`src/rtl/parking_gate_arbiter_if.sv`:
```
// Lane bundle between sensors/actuator side (master) and arbiter (slave).
// Requests and pass_done flow master->slave; gate/grant/status flow back.
interface parking_gate_arbiter_if #(
  parameter int CNT_W = 8
);
  logic             entry_req;
  logic             exit_req;
  logic             pass_done;
  logic             gate_open;
  logic             grant_in;
  logic             grant_out;
  logic [CNT_W-1:0] count;
  logic             full;
  logic             deny_in;
  logic             timeout;

  modport master (
    output entry_req,
    output exit_req,
    output pass_done,
    input  gate_open,
    input  grant_in,
    input  grant_out,
    input  count,
    input  full,
    input  deny_in,
    input  timeout
  );

  modport slave (
    input  entry_req,
    input  exit_req,
    input  pass_done,
    output gate_open,
    output grant_in,
    output grant_out,
    output count,
    output full,
    output deny_in,
    output timeout
  );
endinterface

```
`src/rtl/parking_gate_arbiter.sv`:
```
// Shared-lane barrier arbiter: entry/exit round-robin, occupancy, timeout.
// Ports: clk, reset (async high), bus (slave: reqs in, gate/status out).
module parking_gate_arbiter #(
  parameter int CAPACITY     = 10,
  parameter int CNT_W        = 8,
  parameter int TIMEOUT      = 64,
  parameter int CLOSE_CYCLES = 4
) (
  input logic                   clk,
  input logic                   reset,
  parking_gate_arbiter_if.slave bus
);

  localparam int TMAX =
    (TIMEOUT > CLOSE_CYCLES) ? TIMEOUT : CLOSE_CYCLES;
  localparam int TW = $clog2(TMAX + 1);
  localparam logic [TW-1:0] T_LAST = TW'(TIMEOUT - 1);
  localparam logic [TW-1:0] C_LAST = TW'(CLOSE_CYCLES - 1);
  localparam logic [CNT_W-1:0] CAP = CNT_W'(CAPACITY);
  localparam logic [CNT_W-1:0] ONE = CNT_W'(1);

  typedef enum logic [1:0] {
    IDLE,
    PASS,
    CLOSING
  } state_t;

  state_t           state;
  logic [TW-1:0]    timer;
  logic             prio_exit;
  logic [CNT_W-1:0] cnt;
  logic             full_q;
  logic             gate_q;
  logic             gin_q;
  logic             gout_q;
  logic             deny_q;
  logic             tmo_q;

  logic             in_ok;
  logic             out_ok;
  logic             pick_out;
  logic [CNT_W-1:0] cnt_inc;
  logic [CNT_W-1:0] cnt_dec;

  always_comb begin
    in_ok    = bus.entry_req && !full_q;
    out_ok   = bus.exit_req && (cnt != '0);
    pick_out = out_ok && (!in_ok || prio_exit);
    cnt_inc  = cnt + ONE;
    cnt_dec  = cnt - ONE;
  end

  always_ff @(posedge clk or posedge reset) begin
    if (reset) begin
      state     <= IDLE;
      timer     <= '0;
      prio_exit <= 1'b1;
      cnt       <= '0;
      full_q    <= 1'b0;
      gate_q    <= 1'b0;
      gin_q     <= 1'b0;
      gout_q    <= 1'b0;
      deny_q    <= 1'b0;
      tmo_q     <= 1'b0;
    end else begin
      tmo_q  <= 1'b0;
      deny_q <= 1'b0;
      unique case (state)
        IDLE: begin
          deny_q <= bus.entry_req && full_q;
          timer  <= '0;
          if (in_ok || out_ok) begin
            state  <= PASS;
            gate_q <= 1'b1;
            gin_q  <= !pick_out;
            gout_q <= pick_out;
            // round-robin only moves on contention
            if (in_ok && out_ok)
              prio_exit <= !prio_exit;
          end
        end
        PASS: begin
          if (bus.pass_done || timer == T_LAST) begin
            state  <= CLOSING;
            timer  <= '0;
            gate_q <= 1'b0;
            gin_q  <= 1'b0;
            gout_q <= 1'b0;
            // a pass on the expiry cycle still counts
            if (bus.pass_done) begin
              if (gin_q) begin
                cnt    <= cnt_inc;
                full_q <= (cnt_inc == CAP);
              end else begin
                cnt    <= cnt_dec;
                full_q <= 1'b0;
              end
            end else begin
              tmo_q <= 1'b1;
            end
          end else begin
            timer <= timer + 1'b1;
          end
        end
        CLOSING: begin
          if (timer == C_LAST) begin
            state <= IDLE;
            timer <= '0;
          end else begin
            timer <= timer + 1'b1;
          end
        end
        default: begin
          state <= IDLE;
          timer <= '0;
        end
      endcase
    end
  end

  assign bus.gate_open = gate_q;
  assign bus.grant_in  = gin_q;
  assign bus.grant_out = gout_q;
  assign bus.count     = cnt;
  assign bus.full      = full_q;
  assign bus.deny_in   = deny_q;
  assign bus.timeout   = tmo_q;

endmodule

```
`src/flat_wrapper.sv`:
```
// flat-port wrapper written by rule: the top's interface ports become plain ports
module parking_gate_arbiter_flat 
#(
  parameter int CAPACITY     = 10,
  parameter int CNT_W        = 8,
  parameter int TIMEOUT      = 64,
  parameter int CLOSE_CYCLES = 4
)
  (clk, reset, bus_entry_req, bus_exit_req, bus_pass_done, bus_gate_open, bus_grant_in, bus_grant_out, bus_count, bus_full, bus_deny_in, bus_timeout);
  parking_gate_arbiter_if #(.CNT_W(CNT_W)) bus_i ();
  input logic clk;
  input logic reset;
  input wire logic [$bits(bus_i.entry_req)-1:0] bus_entry_req;
  input wire logic [$bits(bus_i.exit_req)-1:0] bus_exit_req;
  input wire logic [$bits(bus_i.pass_done)-1:0] bus_pass_done;
  output wire logic [$bits(bus_i.gate_open)-1:0] bus_gate_open;
  output wire logic [$bits(bus_i.grant_in)-1:0] bus_grant_in;
  output wire logic [$bits(bus_i.grant_out)-1:0] bus_grant_out;
  output wire logic [$bits(bus_i.count)-1:0] bus_count;
  output wire logic [$bits(bus_i.full)-1:0] bus_full;
  output wire logic [$bits(bus_i.deny_in)-1:0] bus_deny_in;
  output wire logic [$bits(bus_i.timeout)-1:0] bus_timeout;
  assign bus_i.entry_req = bus_entry_req;
  assign bus_i.exit_req = bus_exit_req;
  assign bus_i.pass_done = bus_pass_done;
  assign bus_gate_open = bus_i.gate_open;
  assign bus_grant_in = bus_i.grant_in;
  assign bus_grant_out = bus_i.grant_out;
  assign bus_count = bus_i.count;
  assign bus_full = bus_i.full;
  assign bus_deny_in = bus_i.deny_in;
  assign bus_timeout = bus_i.timeout;
  parking_gate_arbiter #(.CAPACITY(CAPACITY), .CNT_W(CNT_W), .TIMEOUT(TIMEOUT), .CLOSE_CYCLES(CLOSE_CYCLES)) u_core (.clk(clk), .reset(reset), .bus(bus_i));
endmodule
```
`config.mk`:
```
export PLATFORM = sky130hd
export DESIGN_NAME = parking_gate_arbiter_flat
export DESIGN_NICKNAME = d
export VERILOG_FILES = /design/src/rtl/parking_gate_arbiter_if.sv /design/src/rtl/parking_gate_arbiter.sv /design/src/flat_wrapper.sv
export SDC_FILE = /design/constraint.sdc
export NUM_CORES = 1
export LEC_CHECK = 0
export CORE_UTILIZATION = 45
export CTS_BUF_LIST = sky130_fd_sc_hd__clkbuf_8 sky130_fd_sc_hd__clkbuf_16
export DETAILED_ROUTE_END_ITERATION = 10
export PLACE_DENSITY = 0.66
export SYNTH_ARGS = -nofsm -noshare
export SYNTH_HDL_FRONTEND = slang
export SYNTH_SLANG_ARGS = --single-unit
```
`constraint.sdc`:
```
create_clock -name clk -period 2.75 [get_ports clk]
set_input_delay 0.55 -clock clk [delete_from_list [all_inputs] [get_ports clk]]
set_output_delay 0.55 -clock clk [all_outputs]
set_load 0.1 [all_outputs]
```
==> flow_summary.json, run 1 <==
{
  "grt_overflow": 0,
  "r2r_slack_ns": 0.56,
  "fin_skew_ns": 0.00399,
  "insertion_delay_ns": 0.26,
  "setup_violations": 0,
  "antenna_found_initial": 0,
  "htreeDepth": 1,
  "cp-end-kind": "flop",
  "fillers": 248,
  "cp_max_fo": 11,
  "coreArea_sq_um": 2780,
  "nNetsFinal": 161,
  "yosysSeqAreaShare_pct": 44.8,
  "timing.rr.start": "u_core.bus.count[2]",
  "synth_mux_area_share_pct": 4.57,
  "crit_type": "flop to flop",
  "cts_made_buffers": 3,
  "grt_pass1_wl_microns": 4530,
  "row_count": 19,
  "synthXorXnorAreaFrac_pct": 8.48,
  "clk_pin_slew_ns": 0.09,
  "status": "finished clean",
  "post-cts-setup-buffers": 0,
  "dieArea_sq_um": 3210,
  "grtUsageTotal_pct": 17.8,
  "fin_ws_ns": 0.559,
  "wl_microns": 2520,
  "cts_tree": "yes",
  "synthAdderAreaFrac_pct": 7.46,
  "syn_avg_cell_area_sq_um": 10.6,
  "final_common_cell": "dfrtp_1",
  "drive_gt1_share_pct": 20.4,
  "grt_pass1_vias": 1101,
  "min_period_ns": 2.19,
  "holdBufCountCts": 0,
  "dp_hpwl_microns": 1830,
  "io_buffers": 18,
  "wire_per_inst_microns": 14.2,
  "synthCells": 127,
  "worstRegToRegCells": 5,
  "final_cell_mix": "23 x dfrtp_1, 15 x buf_4, 11 x nor2_1",
  "yosys.area_share.simple_pct": 21.0,
  "post-route-drc-count": 0,
  "clock-sinks": 24,
  "die_x_microns": 56.6,
  "cp-startpoint": "u_core.bus.count[2]",
  "stdcell_area_sq_um": 1590,
  "dpl_cell_area_sq_um": 1520,
  "synth_top_family_by_area": "simple AND/OR/NAND/NOR gates",
  "startpoint_type": "flop",
  "hold_viol": 0,
  "ys_types": 42,
  "hp-class": "flop to flop",
  "start_util_pct": 48.3,
  "critPathArrivalTime_ns": 2.35,
  "max_cap_violations": 0,
  "diodes": 0,
  "holdPathStages": 1,
  "cp_data_required_time_ns": 2.91,
  "synth_fp_nets": 140,
  "netlist_area_sq_um": 1340,
  "die_h_microns": 56.6,
  "initialDrtViolationCount": 36,
  "slew_headroom_pct": 67.5,
  "cts_root_buffer": "clkbuf_8",
  "worstMarginPinSlew_ns": 0.488,
  "max_freq_mhz": 456,
  "grt_start_max_net_pins": 25,
  "synth_seq_cells": 24,
  "dr.pass1.iters": 4,
  "tns_ns": 0,
  "worst_r2r_endpoint": "u_core.bus.grant_in",
  "rsz0062_at_grt": "no",
  "yosysWarnings": 0,
  "drv_slew": 0,
  "final.period_utilization_pct": 79.7,
  "ant_nets": 0,
  "crit_end": "u_core.bus.grant_in",
  "vias": 991,
  "place_ws_ns": 0.581,
  "synth_compound_area_share_pct": 10.3,
  "vias_per_cell": 5.57,
  "cts.repair.resized": 0,
  "place.gp.congestion": 0.836,
  "clk_path_buf_depth": 2,
  "area_growth_syn_to_layout_pct": 18.2,
  "io_pins": 19,
  "fin_util_pct": 57.0
}
final cells by class:
cell class                      instances  area [sq um]  area share (%)
Timing Repair Buffer                   19           153            9.62
Tap cell                               31          38.8            2.44
Clock inverter                          1          30.0            1.89
Multi-Input combinational cell         93           696            43.8
Inverter                                7          26.3            1.66
Clock buffer                            3          41.3            2.60
Sequential cell                        24           602            37.9
through the flow:
step	hold WS, ns	instances
2_1_floorplan	0.424	127
3_3_place_gp	0.442	174
3_5_place_dp	0.456	174
4_1_cts	0.468	178
5_1_grt	0.489	178
6_report	0.464	178
synthesized netlist by cell type, drive strengths merged:
| master | count | share of area [%] |
|---|---|---|
| inv | 7 | 2.0 |
| and3b | 1 | 0.75 |
| o41a | 1 | 1.6 |
| nand2 | 6 | 1.7 |
| o22a | 1 | 0.65 |
| or3b | 1 | 0.65 |
| xor2 | 9 | 5.9 |
| o21a | 1 | 0.56 |
| o21ai | 4 | 1.5 |
| buf | 2 | 1.1 |
| xnor2 | 4 | 2.6 |
| dfrtp | 23 | 43 |
| nor4 | 2 | 0.93 |
| clkbuf | 1 | 0.28 |
| nand3 | 3 | 1.1 |
| and2b | 2 | 1.2 |
| a22o | 1 | 0.65 |
| a31oi | 3 | 1.4 |
| nor4b | 1 | 0.65 |
| mux2i | 2 | 1.5 |
| nor3 | 2 | 0.75 |
| nor2 | 12 | 3.9 |
| nand4 | 4 | 1.9 |
| and3 | 4 | 1.9 |
| mux2 | 3 | 3.1 |
| or4b | 1 | 0.75 |
| dfstp | 1 | 2.0 |
| nand2b | 1 | 0.47 |
| ha | 8 | 7.5 |
| a221o | 1 | 0.84 |
| a21oi | 5 | 1.9 |
| nand3b | 2 | 1.1 |
| nor3b | 1 | 0.56 |
| or3 | 1 | 0.47 |
| nor2b | 2 | 0.93 |
| and2 | 1 | 0.47 |
| a32oi | 2 | 1.3 |
| or4 | 1 | 0.84 |
flip-flops by register name (all words and copies together) (netlist names):
register              flops
u_core.timer              7
u_core.bus.grant_in       1
u_core.bus.count          8
u_core.state              2
u_core.bus.gate_open      1
u_core.bus.deny_in        1
u_core.prio_exit          1
u_core.bus.timeout        1
u_core.bus.full           1
u_core.bus.grant_out      1
per-layer routing:
layer  share of wire (%)  track usage (%)  up-vias
li1                    -                -      489
met5                   0                0        -
met4                 1.1             7.67        0
met2                  52             31.3       13
met3                 2.6             2.53        4
met1                  44             21.5      485
worst max-delay path: stages (launching register included):
cell and delay, ns:
dfrtp_1 0.50, or4_4 0.54, o41a_4 0.40, nor2_4 0.13
a221o_2 0.21, mux2_4 0.30
worst min path at each step:
| stage | startpoint | endpoint | slack [ns] |
|---|---|---|---|
| finish | u_core.timer[0] | u_core.timer[0] | 0.46 |
| global route | u_core.timer[0] | u_core.timer[0] | 0.49 |
| CTS | u_core.timer[0] | u_core.timer[0] | 0.47 |
| detailed placement | u_core.timer[0] | u_core.timer[0] | 0.46 |
| global placement | u_core.timer[0] | u_core.timer[0] | 0.44 |
| floorplan | u_core.timer[0] | u_core.timer[0] | 0.42 |
logic make-up after synthesis:
family	count (synthesis)
AOI/OAI and AO/OA	19
adders and majority gates	8
DFF	24
buffers and inverters	10
and+or+nand+nor	48
muxes	5
xor gates and xnor gates	13
Power of run 1 is left out: the tool's default activity adds up to more than one toggle a clock period on the data nets, which glitch-free logic cannot reach.
==> inputs of run 2 (changes only) <==
PLACE_DENSITY = 0.68   (was 0.66)
clock period = 1.8 ns   (was 2.75 ns; I/O delays follow)
==> flow_summary.json, run 2 (same netlist as run 1, synthesis figures left out) <==
{
  "startpoint_type": "flop",
  "cp_data_required_time_ns": 1.95,
  "insertion_delay_ns": 0.26,
  "coreArea_sq_um": 2780,
  "violations": "setup timing",
  "dr.max_layer_used": "met4",
  "nNetsFinal": 184,
  "grtUsageTotal_pct": 20.0,
  "wl_microns": 2940,
  "grt_overflow": 0,
  "grt_start_max_net_pins": 25,
  "clk_pin_slew_ns": 0.08,
  "crit_type": "flop to flop",
  "final_common_cell": "buf_4",
  "area_growth_syn_to_layout_pct": 47.6,
  "worstMarginPinSlew_ns": 0.309,
  "max_freq_mhz": 473,
  "largest_reg_flops": 8,
  "drive_gt1_share_pct": 40.0,
  "vias": 1078,
  "rsz0062_at_grt": "yes",
  "met1_length_microns": 1400,
  "cts_made_buffers": 3,
  "die_x_microns": 56.6,
  "fin_cells": 201,
  "start_util_pct": 48.3,
  "io_buffers": 18,
  "diodes": 0,
  "critPathArrivalTime_ns": 2.27,
  "dp_hpwl_microns": 2150,
  "final_cell_mix": "24 x buf_4, 17 x dfrtp_1, 14 x buf_12",
  "place_ws_ns": -0.404,
  "io_pins": 19,
  "hp-class": "primary input to async pin",
  "final.period_utilization_pct": 117,
  "holdBufCountCts": 0,
  "wl_met2_microns": 1410,
  "fin_skew_ns": 0.00195,
  "timing.rr.start": "u_core.bus.count[2]",
  "dr.pass1.iters": 6,
  "vias_per_cell": 5.36,
  "dr_wl_met3_microns": 92,
  "post-route-drc-count": 0,
  "fillers": 196,
  "cts_tree": "yes",
  "htreeDepth": 1,
  "place.gp.congestion": 0.914,
  "dieArea_sq_um": 3210,
  "dp_cells": 196,
  "ant_nets": 0,
  "status": "complete, but fails checks",
  "slew_headroom_pct": 79.4,
  "setup_violations": 7,
  "cp-end-kind": "flop",
  "cp_max_fo": 3,
  "stdcell_area_sq_um": 1980,
  "antenna_found_initial": 0,
  "clock-sinks": 24,
  "drv_slew": 0,
  "grt_pass1_vias": 1117,
  "max_cap_violations": 0,
  "clk_path_buf_depth": 2,
  "cts_root_buffer": "clkbuf_8",
  "dpl_cell_area_sq_um": 1880,
  "row_count": 19,
  "fin_ws_ns": -0.313,
  "min_period_ns": 2.11,
  "grt_pass1_wl_microns": 5030,
  "die_h_microns": 56.6,
  "hold_viol": 0,
  "fin_util_pct": 71.3,
  "wire_per_inst_microns": 14.6,
  "initialDrtViolationCount": 15,
  "cp-startpoint": "u_core.bus.count[2]"
}
==> run 2: cell count changes in the layout (fill, tap and decap cells not counted), moves of 2 or more <==
cell     change
buf_12      +14
buf_4        +9
a21oi_2      +3
dfrtp_4      +4
a21oi_1      -3
inv_1        -2
inv_2        +2
dfrtp_2      +2
dfrtp_1      -6
==> run 2: stage by stage <==
step	hold WS (ns)	setup TNS, ns
floorplan	0.374	-2.81
global placement	0.479	-1.71
detailed placement	0.481	-1.83
CTS	0.451	-1.45
global route	0.470	-2.17
finish	0.444	-1.40
==> run 2: what timing repair did <==
item	CTS	global route
endpoints found under the setup margin	12	15
buffers inserted	1	0
pin swaps	3	2
resized for setup	3	4
==> run 2: area by class of cell <==
class / instances / area, sq um / share of cell area (%)
multi-input cells: 93 / 726 / 36.6
flip-flops and latches: 24 / 619 / 31.3
repair buffers: 42 / 500 / 25.3
clock buffers: 3 / 41.3 / 2.08
well taps: 31 / 38.8 / 1.96
clock inverters: 1 / 30.0 / 1.52
inverters: 7 / 26.3 / 1.33
==> run 2: worst max-delay path, cell delays in order (launching register included) <==
cell	delay, ns
dfrtp_4	0.47
or4_4	0.56
o41a_4	0.39
nor2_4	0.09
a221o_2	0.20
mux2_4	0.30
==> run 2: final timing paths <==
check | cells after the start | slack (ns) | endpoint
min | 3 | 0.44 | u_core.timer[3]
min in group clk | 1 | 0.51 | u_core.prio_exit
min reg2reg | 1 | 0.51 | u_core.prio_exit
max reg2reg | 5 | -0.31 | u_core.bus.grant_out
max in group asynchronous | 3 | 1.07 | u_core.prio_exit
max | 5 | -0.31 | u_core.bus.grant_out
==> run 2: metal layers <==
metal | global-route usage [%] | vias to the layer above
li1 | - | 535
met1 | 25.9 | 509
met2 | 35.5 | 28
met3 | 2.30 | 6
met4 | 5.23 | 0
met5 | 0 | -
Power of run 2 is left out for the same reason.
